### src/rtl/alu_mc.sv
// Multi-cycle ALU: single-cycle logic/shift ops, iterative MUL/DIV/REM with RISC-V division semantics.
// Define ALU_MC_EARLY_OUT_EN to let iterative ops with a zero operand bypass the iteration loop.
module alu_mc #(
  parameter int WIDTH = 64,
  parameter int OPW   = 8
) (
  input  logic             clk,
  input  logic             reset,
  input  logic             in_valid,
  output logic             in_ready,
  input  logic [OPW-1:0]   opcode,
  input  logic [WIDTH-1:0] value1,
  input  logic [WIDTH-1:0] value2,
  output logic             out_valid,
  input  logic             out_ready,
  output logic [WIDTH-1:0] result,
  output logic             out_illegal
);

  localparam int CNTW = $clog2(WIDTH) + 1;
  localparam int SHW  = $clog2(WIDTH);

  typedef enum logic [1:0] {S_IDLE, S_BUSY, S_FIX, S_DONE} state_e;
  typedef enum logic [3:0] {
    OP_ADD = 4'd0, OP_SUB = 4'd1, OP_MUL = 4'd2, OP_DIV = 4'd3, OP_XOR = 4'd4,
    OP_AND = 4'd5, OP_OR = 4'd6, OP_REM = 4'd7, OP_NOT = 4'd8, OP_DIVU = 4'd9,
    OP_REMU = 4'd10, OP_SLL = 4'd11, OP_SRA = 4'd12
  } op_e;

  state_e           r_state;
  op_e              r_op;
  logic [CNTW-1:0]  r_cnt;
  logic [WIDTH-1:0] r_a, r_b, r_acc, r_q, r_result;
  logic             r_neg_a, r_neg_b, r_illegal, r_out_valid, r_in_ready;

  op_e              w_op;
  logic             w_legal, w_iter, w_signed, w_neg_a, w_neg_b, w_sub_ok;
  logic [WIDTH-1:0] w_abs_a, w_abs_b, w_single;
  logic [WIDTH:0]   w_rem_sh, w_diff;

  assign w_op     = op_e'(opcode[3:0]);
  assign w_legal  = (opcode < OPW'(13));
  assign w_iter   = w_legal && (w_op == OP_MUL || w_op == OP_DIV || w_op == OP_REM ||
                                w_op == OP_DIVU || w_op == OP_REMU);
  assign w_signed = (w_op == OP_DIV) || (w_op == OP_REM);
  assign w_neg_a  = w_signed & value1[WIDTH-1];
  assign w_neg_b  = w_signed & value2[WIDTH-1];
  assign w_abs_a  = w_neg_a ? -value1 : value1;
  assign w_abs_b  = w_neg_b ? -value2 : value2;

  // Restoring division: partial remainder in r_acc, dividend shifts out of r_q as quotient shifts in.
  assign w_rem_sh = {r_acc, r_q[WIDTH-1]};
  assign w_diff   = w_rem_sh - {1'b0, r_b};
  assign w_sub_ok = ~w_diff[WIDTH];

  always_comb begin
    w_single = '0;
    case (w_op)
      OP_ADD:  w_single = value1 + value2;
      OP_SUB:  w_single = value1 - value2;
      OP_XOR:  w_single = value1 ^ value2;
      OP_AND:  w_single = value1 & value2;
      OP_OR:   w_single = value1 | value2;
      OP_NOT:  w_single = ~value1;
      OP_SLL:  w_single = value1 << value2[SHW-1:0];
      OP_SRA:  w_single = $unsigned($signed(value1) >>> value2[SHW-1:0]);
      default: w_single = '0;
    endcase
  end

  always_ff @(posedge clk or negedge reset) begin
    if (!reset) begin
      r_state     <= S_IDLE;
      r_op        <= OP_ADD;
      r_cnt       <= '0;
      r_a         <= '0;
      r_b         <= '0;
      r_acc       <= '0;
      r_q         <= '0;
      r_result    <= '0;
      r_neg_a     <= 1'b0;
      r_neg_b     <= 1'b0;
      r_illegal   <= 1'b0;
      r_out_valid <= 1'b0;
      r_in_ready  <= 1'b1;
    end else begin
      case (r_state)
        S_IDLE: begin
          if (in_valid && r_in_ready) begin
            r_in_ready <= 1'b0;
            if (!w_iter) begin
              r_result    <= w_legal ? w_single : '0;
              r_illegal   <= ~w_legal;
              r_out_valid <= 1'b1;
              r_state     <= S_DONE;
            end else begin
              // r_a keeps value1 intact for division so FIX can return it on divide-by-zero.
              r_op    <= w_op;
              r_a     <= value1;
              r_b     <= w_abs_b;
              r_q     <= w_abs_a;
              r_acc   <= '0;
              r_neg_a <= w_neg_a;
              r_neg_b <= w_neg_b;
              r_cnt   <= CNTW'(WIDTH);
`ifdef ALU_MC_EARLY_OUT_EN
              if (value2 == '0 || (w_op == OP_MUL && value1 == '0))
                r_state <= S_FIX;
              else
                r_state <= S_BUSY;
`else
              r_state <= S_BUSY;
`endif
            end
          end
        end
        S_BUSY: begin
          if (r_op == OP_MUL) begin
            if (r_b[0]) r_acc <= r_acc + r_a;
            r_a <= r_a << 1;
            r_b <= r_b >> 1;
          end else begin
            r_acc <= w_sub_ok ? w_diff[WIDTH-1:0] : w_rem_sh[WIDTH-1:0];
            r_q   <= {r_q[WIDTH-2:0], w_sub_ok};
          end
          r_cnt <= r_cnt - CNTW'(1);
          if (r_cnt == CNTW'(1)) r_state <= S_FIX;
        end
        S_FIX: begin
          case (r_op)
            OP_MUL:  r_result <= r_acc;
            OP_DIVU: r_result <= (r_b == '0) ? '1 : r_q;
            OP_REMU: r_result <= (r_b == '0) ? r_a : r_acc;
            OP_DIV:  r_result <= (r_b == '0) ? '1 : ((r_neg_a ^ r_neg_b) ? -r_q : r_q);
            OP_REM:  r_result <= (r_b == '0) ? r_a : (r_neg_a ? -r_acc : r_acc);
            default: r_result <= '0;
          endcase
          r_illegal   <= 1'b0;
          r_out_valid <= 1'b1;
          r_state     <= S_DONE;
        end
        S_DONE: begin
          if (out_ready) begin
            r_out_valid <= 1'b0;
            r_in_ready  <= 1'b1;
            r_state     <= S_IDLE;
          end
        end
        default: r_state <= S_IDLE;
      endcase
    end
  end

  assign in_ready    = r_in_ready;
  assign out_valid   = r_out_valid;
  assign result      = r_result;
  assign out_illegal = r_illegal;

endmodule
### config.mk
export PLATFORM = sky130hd
export DESIGN_NAME = alu_mc
export DESIGN_NICKNAME = d
export VERILOG_FILES = /design/src/rtl/alu_mc.sv
export SDC_FILE = /design/constraint.sdc
export NUM_CORES = 2
export LEC_CHECK = 0
export BUFFER_PORTS_ARGS = -buffer_cell sky130_fd_sc_hd__clkbuf_2
export CORE_AREA = 4 4 277 279
export CTS_CLUSTER_SIZE = 8
export DETAILED_ROUTE_END_ITERATION = 10
export DIE_AREA = 0 0 281 283
export GPL_ROUTABILITY_DRIVEN = 0
export PLACE_DENSITY = 0.83
export SYNTH_ARGS = -nofsm -noshare
export SYNTH_HDL_FRONTEND = slang
export SYNTH_SLANG_ARGS = --single-unit
### constraint.sdc
create_clock -name clk -period 4.3 [get_ports clk]
set_input_delay 0.645 -clock clk [delete_from_list [all_inputs] [get_ports clk]]
set_output_delay 0.645 -clock clk [all_outputs]
set_load 0.01 [all_outputs]
==> implementation parameters, run 1 <==
Parameter                              Value

Synthesis
  Post-synthesis register bit count ... ~340
  Mapped Cells ... 6672
  Post-synthesis mux area share ... between 10% and 20%
  Distinct cell type count after synthesis ... 89
  Average size of a mapped cell ... 7.18 um^2
  Compound-Gate Fraction of Synth Area ... 30.0%
  Number of warnings issued by yosys ... 0
  Total standard cell area after synthesis ... between 40000 and 50000 um^2
  Async SR Flop Fraction ... 100%
  Part of the Yosys area used for sequential elements ... ~18%
  Ys flop type ... sky130_fd_sc_hd__dfrtp_1
  Synthesized-area fraction occupied by xor and xnor cells ... 6.49%
  Number of nets produced by synthesis ... 7144
  Adder and majority gate portion of the synthesized area ... between 8 and 9%
  Number of enable-type register cells in the synthesized netlist ... 0
  Area fraction in and, or, nand and nor cells after synthesis ... 19.9%
  Combinational family with the most area after synthesis ... compound AO/OA/AOI/OAI gates

Clocking
  H-tree levels ... 2
  Total clock sinks ... ~340
  Number of buffers between clock root and the deepest sink ... 3
  # hold bufs at CTS ... 0
  Total clock buffers created by CTS ... 48
  Clk root buf ... sky130_fd_sc_hd__clkbuf_16

Place
  Placed wire-length estimate after detailed placement ... 179 mm
  Instance area after placement ... 55500 um^2
  Worst setup slack before clock tree synthesis ... -0.857 ns
  Count of buffers inserted at the top-level ports ... 206

Floorplan
  Die boundary height ... 283 um
  Std-Cell Rows ... 100
  Die outline width ... 281 um
  Top-level port count ... approximately 210
  Effective utilization at floorplan ... 64.6%

Global routing
  Aggregate global routing overflow ... 19
  Wire length of the first global-routing pass ... around 370 mm
  Pin count of the biggest net entering global routing ... about 120
  Number of global-route vias before repair ... 61700
  Global-route usage over all layers ... 60.3%

Outcome
  Error msg ... [ERROR GRT-0116] Global routing finished with congestion. Check the congestion regions in the DRC Viewer.
  Stage where the run ended ... 5_1_grt
  Result of the run ... did not finish
==> Yosys cell counts, types with 95 or more instances <==
master | number | area [um^2]
sky130_fd_sc_hd__a21o_1 | 114 | 856
sky130_fd_sc_hd__nand2_1 | 749 | 2810
sky130_fd_sc_hd__nor3_1 | 160 | 801
sky130_fd_sc_hd__inv_1 | 253 | 950
sky130_fd_sc_hd__a221oi_1 | 95 | 832
sky130_fd_sc_hd__o21ai_0 | 750 | 3750
sky130_fd_sc_hd__clkbuf_1 | 486 | 1820
sky130_fd_sc_hd__mux2i_1 | 199 | 1990
sky130_fd_sc_hd__xnor2_1 | 271 | 2370
sky130_fd_sc_hd__ha_1 | 329 | 4120
sky130_fd_sc_hd__a21oi_1 | 679 | 3400
sky130_fd_sc_hd__mux4_2 | 131 | 2950
sky130_fd_sc_hd__dfrtp_1 | 337 | 8430
sky130_fd_sc_hd__nor2_1 | 732 | 2750
sky130_fd_sc_hd__nand3_1 | 105 | 526
==> what timing repair did <==
item	4_1_cts
hold endpoints to repair	0
pin swaps	32
setup endpoints to repair	90
gates resized for setup	52
setup buffers	26
==> stage by stage <==
stage,cells,util (%)
after floorplan,6672,-
after global placement,8196,74.8
after detailed placement,8196,74.8
after CTS,8277,77.0
==> logic make-up after synthesis <==
kind of cell             count (synthesis)
AO/OA/AOI/OAI                         2336
AND/OR/NAND/NOR                       2143
buffers and inverters                  815
XOR/XNOR                               355
multiplexers                           353
flip-flops                             338
adder cells (fa/ha/maj)                332
==> layer usage <==
metal	GRT overflow	global-route usage (%)
met1	0	64.9
met2	8	75.2
met3	0	44.6
met4	11	51.4
met5	0	17.8
==> inputs of run 2 (changes only) <==
==> config.mk (replaced) <==
export PLATFORM = sky130hd
export DESIGN_NAME = alu_mc
export DESIGN_NICKNAME = d
export VERILOG_FILES = /design/src/rtl/alu_mc.sv
export SDC_FILE = /design/constraint.sdc
export NUM_CORES = 2
export LEC_CHECK = 0
export BUFFER_PORTS_ARGS = -buffer_cell sky130_fd_sc_hd__clkbuf_2
export CORE_AREA = 4 4 352 354
export DETAILED_ROUTE_END_ITERATION = 10
export DIE_AREA = 0 0 356 358
export GPL_ROUTABILITY_DRIVEN = 0
export PLACE_DENSITY_LB_ADDON = 0.15
export SYNTH_ARGS = -nofsm -noshare
export SYNTH_HDL_FRONTEND = slang
export SYNTH_SLANG_ARGS = --single-unit
==> run 2 against run 1 <==
Net effect:
- the flow now finishes, with violations (negative setup slack)
- synthesized cell count unchanged
- area after synthesis stayed put
==> implementation parameters, run 2 <==
Parameter                              Value

Outcome
  Result of the run ... complete, but fails checks
  Violations in the final reports ... negative setup slack

Synthesis
  Part of the Yosys area used for sequential elements ... 17.6%
  Ys flop type ... sky130_fd_sc_hd__dfrtp_1
  Most numerous cell in the Yosys netlist ... sky130_fd_sc_hd__o21ai_0
  Area share of the largest cell type after synthesis ... 17.6%
  Number of nets produced by synthesis ... slightly above 7000
  Async SR Flop Fraction ... 100%
  Distinct cell type count after synthesis ... slightly below 90
  Mapped Cells ... 6672
  Post-synthesis register bit count ... 338
  Number of enable-type register cells in the synthesized netlist ... 0
  Synth cell count leaders ... 750 x sky130_fd_sc_hd__o21ai_0, 749 x sky130_fd_sc_hd__nand2_1, 732 x sky130_fd_sc_hd__nor2_1, 679 x sky130_fd_sc_hd__a21oi_1, 486 x sky130_fd_sc_hd__clkbuf_1
  Total standard cell area after synthesis ... between 40000 and 50000 um^2
  Yosys top cell by area ... sky130_fd_sc_hd__dfrtp_1
  Number of warnings issued by yosys ... 0
  Biggest area contributors in the synthesized netlist ... sky130_fd_sc_hd__dfrtp_1 18%, sky130_fd_sc_hd__ha_1 8.6%, sky130_fd_sc_hd__o21ai_0 7.8%
  Average size of a mapped cell ... 7.18 um^2

Route
  DRC viols ... 0
  Initial DRC Count ... around 9600
  Detailed-route wire length per cell ... 27.8 um
  Routed wire length ... 255 mm
  Number of detailed-route iterations in the first pass ... 10
  Remaining number of nets flagged by the antenna check after routing ... 0
  Vias per cell ... between 6 and 7
  Total number of vias ... 59400

Setup path
  Critical path data arrival time ... 4.94 ns
  Required time of the worst setup path ... approximately 4.8 ns
  Capturing point of the worst reg2reg path ... result[61]
  Endpoint kind of the worst setup timing path ... register
  Worst Path Class, Setup ... primary input to register
  Largest fanout on the critical path ... 6
  Beginning of the critical path ... value2[24]
  Internal reg-to-reg setup slack ... 0.05 ns
  R2r startpoint ... r_acc[12]
  Reg2reg path depth ... 13
  Type of element launching the critical path ... primary input

Cells and area
  Leading cell type in the layout, fill and taps excluded ... sky130_fd_sc_hd__buf_4
  Final layout net count ... approximately 8000
  Post-layout instance count excluding filler cells ... 9170
  Leading cell types in the layout, fill and taps excluded ... 1105 x sky130_fd_sc_hd__buf_4, 737 x sky130_fd_sc_hd__nand2_1, 719 x sky130_fd_sc_hd__o21ai_0
  Finished Core Util ... 50.0%
  Synthesis-to-layout area growth ... 26.3%
  Layout cells sized above 1 ... between 20% and 30%

Global routing
  Pin count of the biggest net entering global routing ... 127
  Number of global-route vias before repair ... between 50000 and 60000
  Aggregate global routing overflow ... 0
  Global-route usage over all layers ... between 30% and 40%
  Wire length of the first global-routing pass ... 364 mm
  Initial antenna violation count ... 14

STA
  Total of endpoints with negative setup slack in the final report ... 7
  Tightest Pin Transition ... 1.27 ns
  Final worst path period share ... 104%
  Worst Setup Slack, final ... -0.160 ns
  Number of hold violations in the final report ... 0
  Worst slew margin relative to its limit ... 14.7%
  Final clock skew ... about 0.046 ns
  Number of slew-limit violations in the final report ... 0
  Shortest clock period the worst path allows after layout ... 4.46 ns
  Final sum of negative setup slack ... -0.441 ns
  Setup repair after global routing missed its margin ... yes
  Highest achievable clock rate ... ~0.22 GHz

Clocking
  Total clock buffers created by CTS ... 40
  Clock transition at the register clock pins on the worst setup and hold paths after CTS ... 0.07 ns
  Source-to-sink clock delay at the later pin of the worst-skew pair ... slightly above 0.6 ns
  H-tree levels ... 2
  Total clock sinks ... about 340
  Clock tree from TritonCTS ... done
  Number of buffers between clock root and the deepest sink ... 3
  Clk root buf ... sky130_fd_sc_hd__clkbuf_16
  # hold bufs at CTS ... 0

Floorplan
  Die boundary height ... roughly 360 um
  Core footprint ... 121000 um^2
  Effective utilization at floorplan ... 39.6%
  Die outline width ... 356 um
  Top-level port count ... between 200 and 250
  Die Footprint ... 127000 um^2
  Std-Cell Rows ... 128

Power
  Overall Power ... approximately 11 mW
  Reported leakage power ... 27.1 nW
  Power density of the placed cells ... 190 nW/um^2
  Max IR drop VDD ... 245 uV

Job
  Max-cap check violation count ... 0

Place
  Count of buffers inserted at the top-level ports ... 206
  Worst setup slack before clock tree synthesis ... -0.955 ns
  Placed wire-length estimate after detailed placement ... 206 mm
  Placed Cells incl. Taps ... between 9000 and 10000

Worst hold path
  Class of the worst hold path ... primary input to async pin
run 2: worst max-delay path, stage by stage:
cell                       delay [ns]
sky130_fd_sc_hd__buf_6           0.09
sky130_fd_sc_hd__or3_4           0.38
sky130_fd_sc_hd__nor3_2          0.11
sky130_fd_sc_hd__buf_4           0.17
sky130_fd_sc_hd__and3_4          0.21
sky130_fd_sc_hd__nand2_4         0.07
sky130_fd_sc_hd__or3_4           0.36
sky130_fd_sc_hd__or3_4           0.36
sky130_fd_sc_hd__nand2_4         0.09
sky130_fd_sc_hd__xnor2_2         0.06
sky130_fd_sc_hd__ha_1            0.33
sky130_fd_sc_hd__buf_6           0.13
sky130_fd_sc_hd__nand4_1         0.17
sky130_fd_sc_hd__or3_4           0.45
sky130_fd_sc_hd__a211oi_4        0.36
sky130_fd_sc_hd__o21ai_4         0.15
sky130_fd_sc_hd__buf_4           0.17
sky130_fd_sc_hd__o41ai_4         0.21
sky130_fd_sc_hd__xor2_1          0.10
sky130_fd_sc_hd__a211oi_1        0.24
sky130_fd_sc_hd__nor2_1          0.09
run 2: routing by layer:
metal  track usage, %  routed length, um  vias up
li1                 -                  -    26200
met2             53.4              99800     4065
met3             12.1              34600      818
met1             50.8             100000    28300
met5                0                 38        -
met4             23.3              20400        6
run 2: cells by family after synthesis:
group / share of synthesized area [%]
XOR/XNOR: 6.49
multiplexers: 10.9
adder cells (fa/ha/maj): 8.71
flip-flops: 17.6
AND/OR/NAND/NOR: 19.9
buffers and inverters: 6.42
AO/OA/AOI/OAI: 30.0
run 2: area by class of cell:
| class | instances | area, um^2 |
|---|---|---|
| fill | 12100 | 60500 |
| clock inverter | 22 | 285 |
| tap | 1625 | 2030 |
| antenna | 6 | 15.0 |
| clock buffer | 51 | 1100 |
| timing repair buffer | 1352 | 10100 |
| sequential | 338 | 8460 |
| multi-input combinational | 5519 | 37500 |
| inverter | 257 | 973 |
run 2: power by group:
| group | internal [mW] | switching [mW] |
|---|---|---|
| Combinational | 1.86 | 2.66 |
| Sequential | 3.18 | 0.0000548 |
| Clock | 2.19 | 1.60 |
run 2: timing repair:
| item | CTS | global route |
|---|---|---|
| pin swaps | 14 | 82 |
| setup endpoints to repair | 89 | 108 |
| resized for setup | 41 | 181 |
| gates cloned | 0 | 1 |
| setup buffers | 4 | 28 |
run 2: how the worst max path moves through the flow:
| stage | end | slack, ns | depth (start not counted) |
|---|---|---|---|
| 3_5_place_dp | result[60] | -0.96 | 23 |
| 6_report | result[62] | -0.16 | 21 |
| 3_3_place_gp | result[50] | -0.82 | 24 |
| 5_1_grt | result[55] | -0.24 | 22 |
| 4_1_cts | result[50] | -0.02 | 20 |
| 2_1_floorplan | result[55] | -0.60 | 25 |
run 2: per-stage QoR:
step           hold slack, ns  area [um^2]
6_report                0.104        60500
5_1_grt                 0.173        60500
4_1_cts                 0.133        59600
3_5_place_dp            0.476        58000
3_3_place_gp            0.467        58000
2_1_floorplan           0.349        48200
Power figures use the tool's default switching activity.
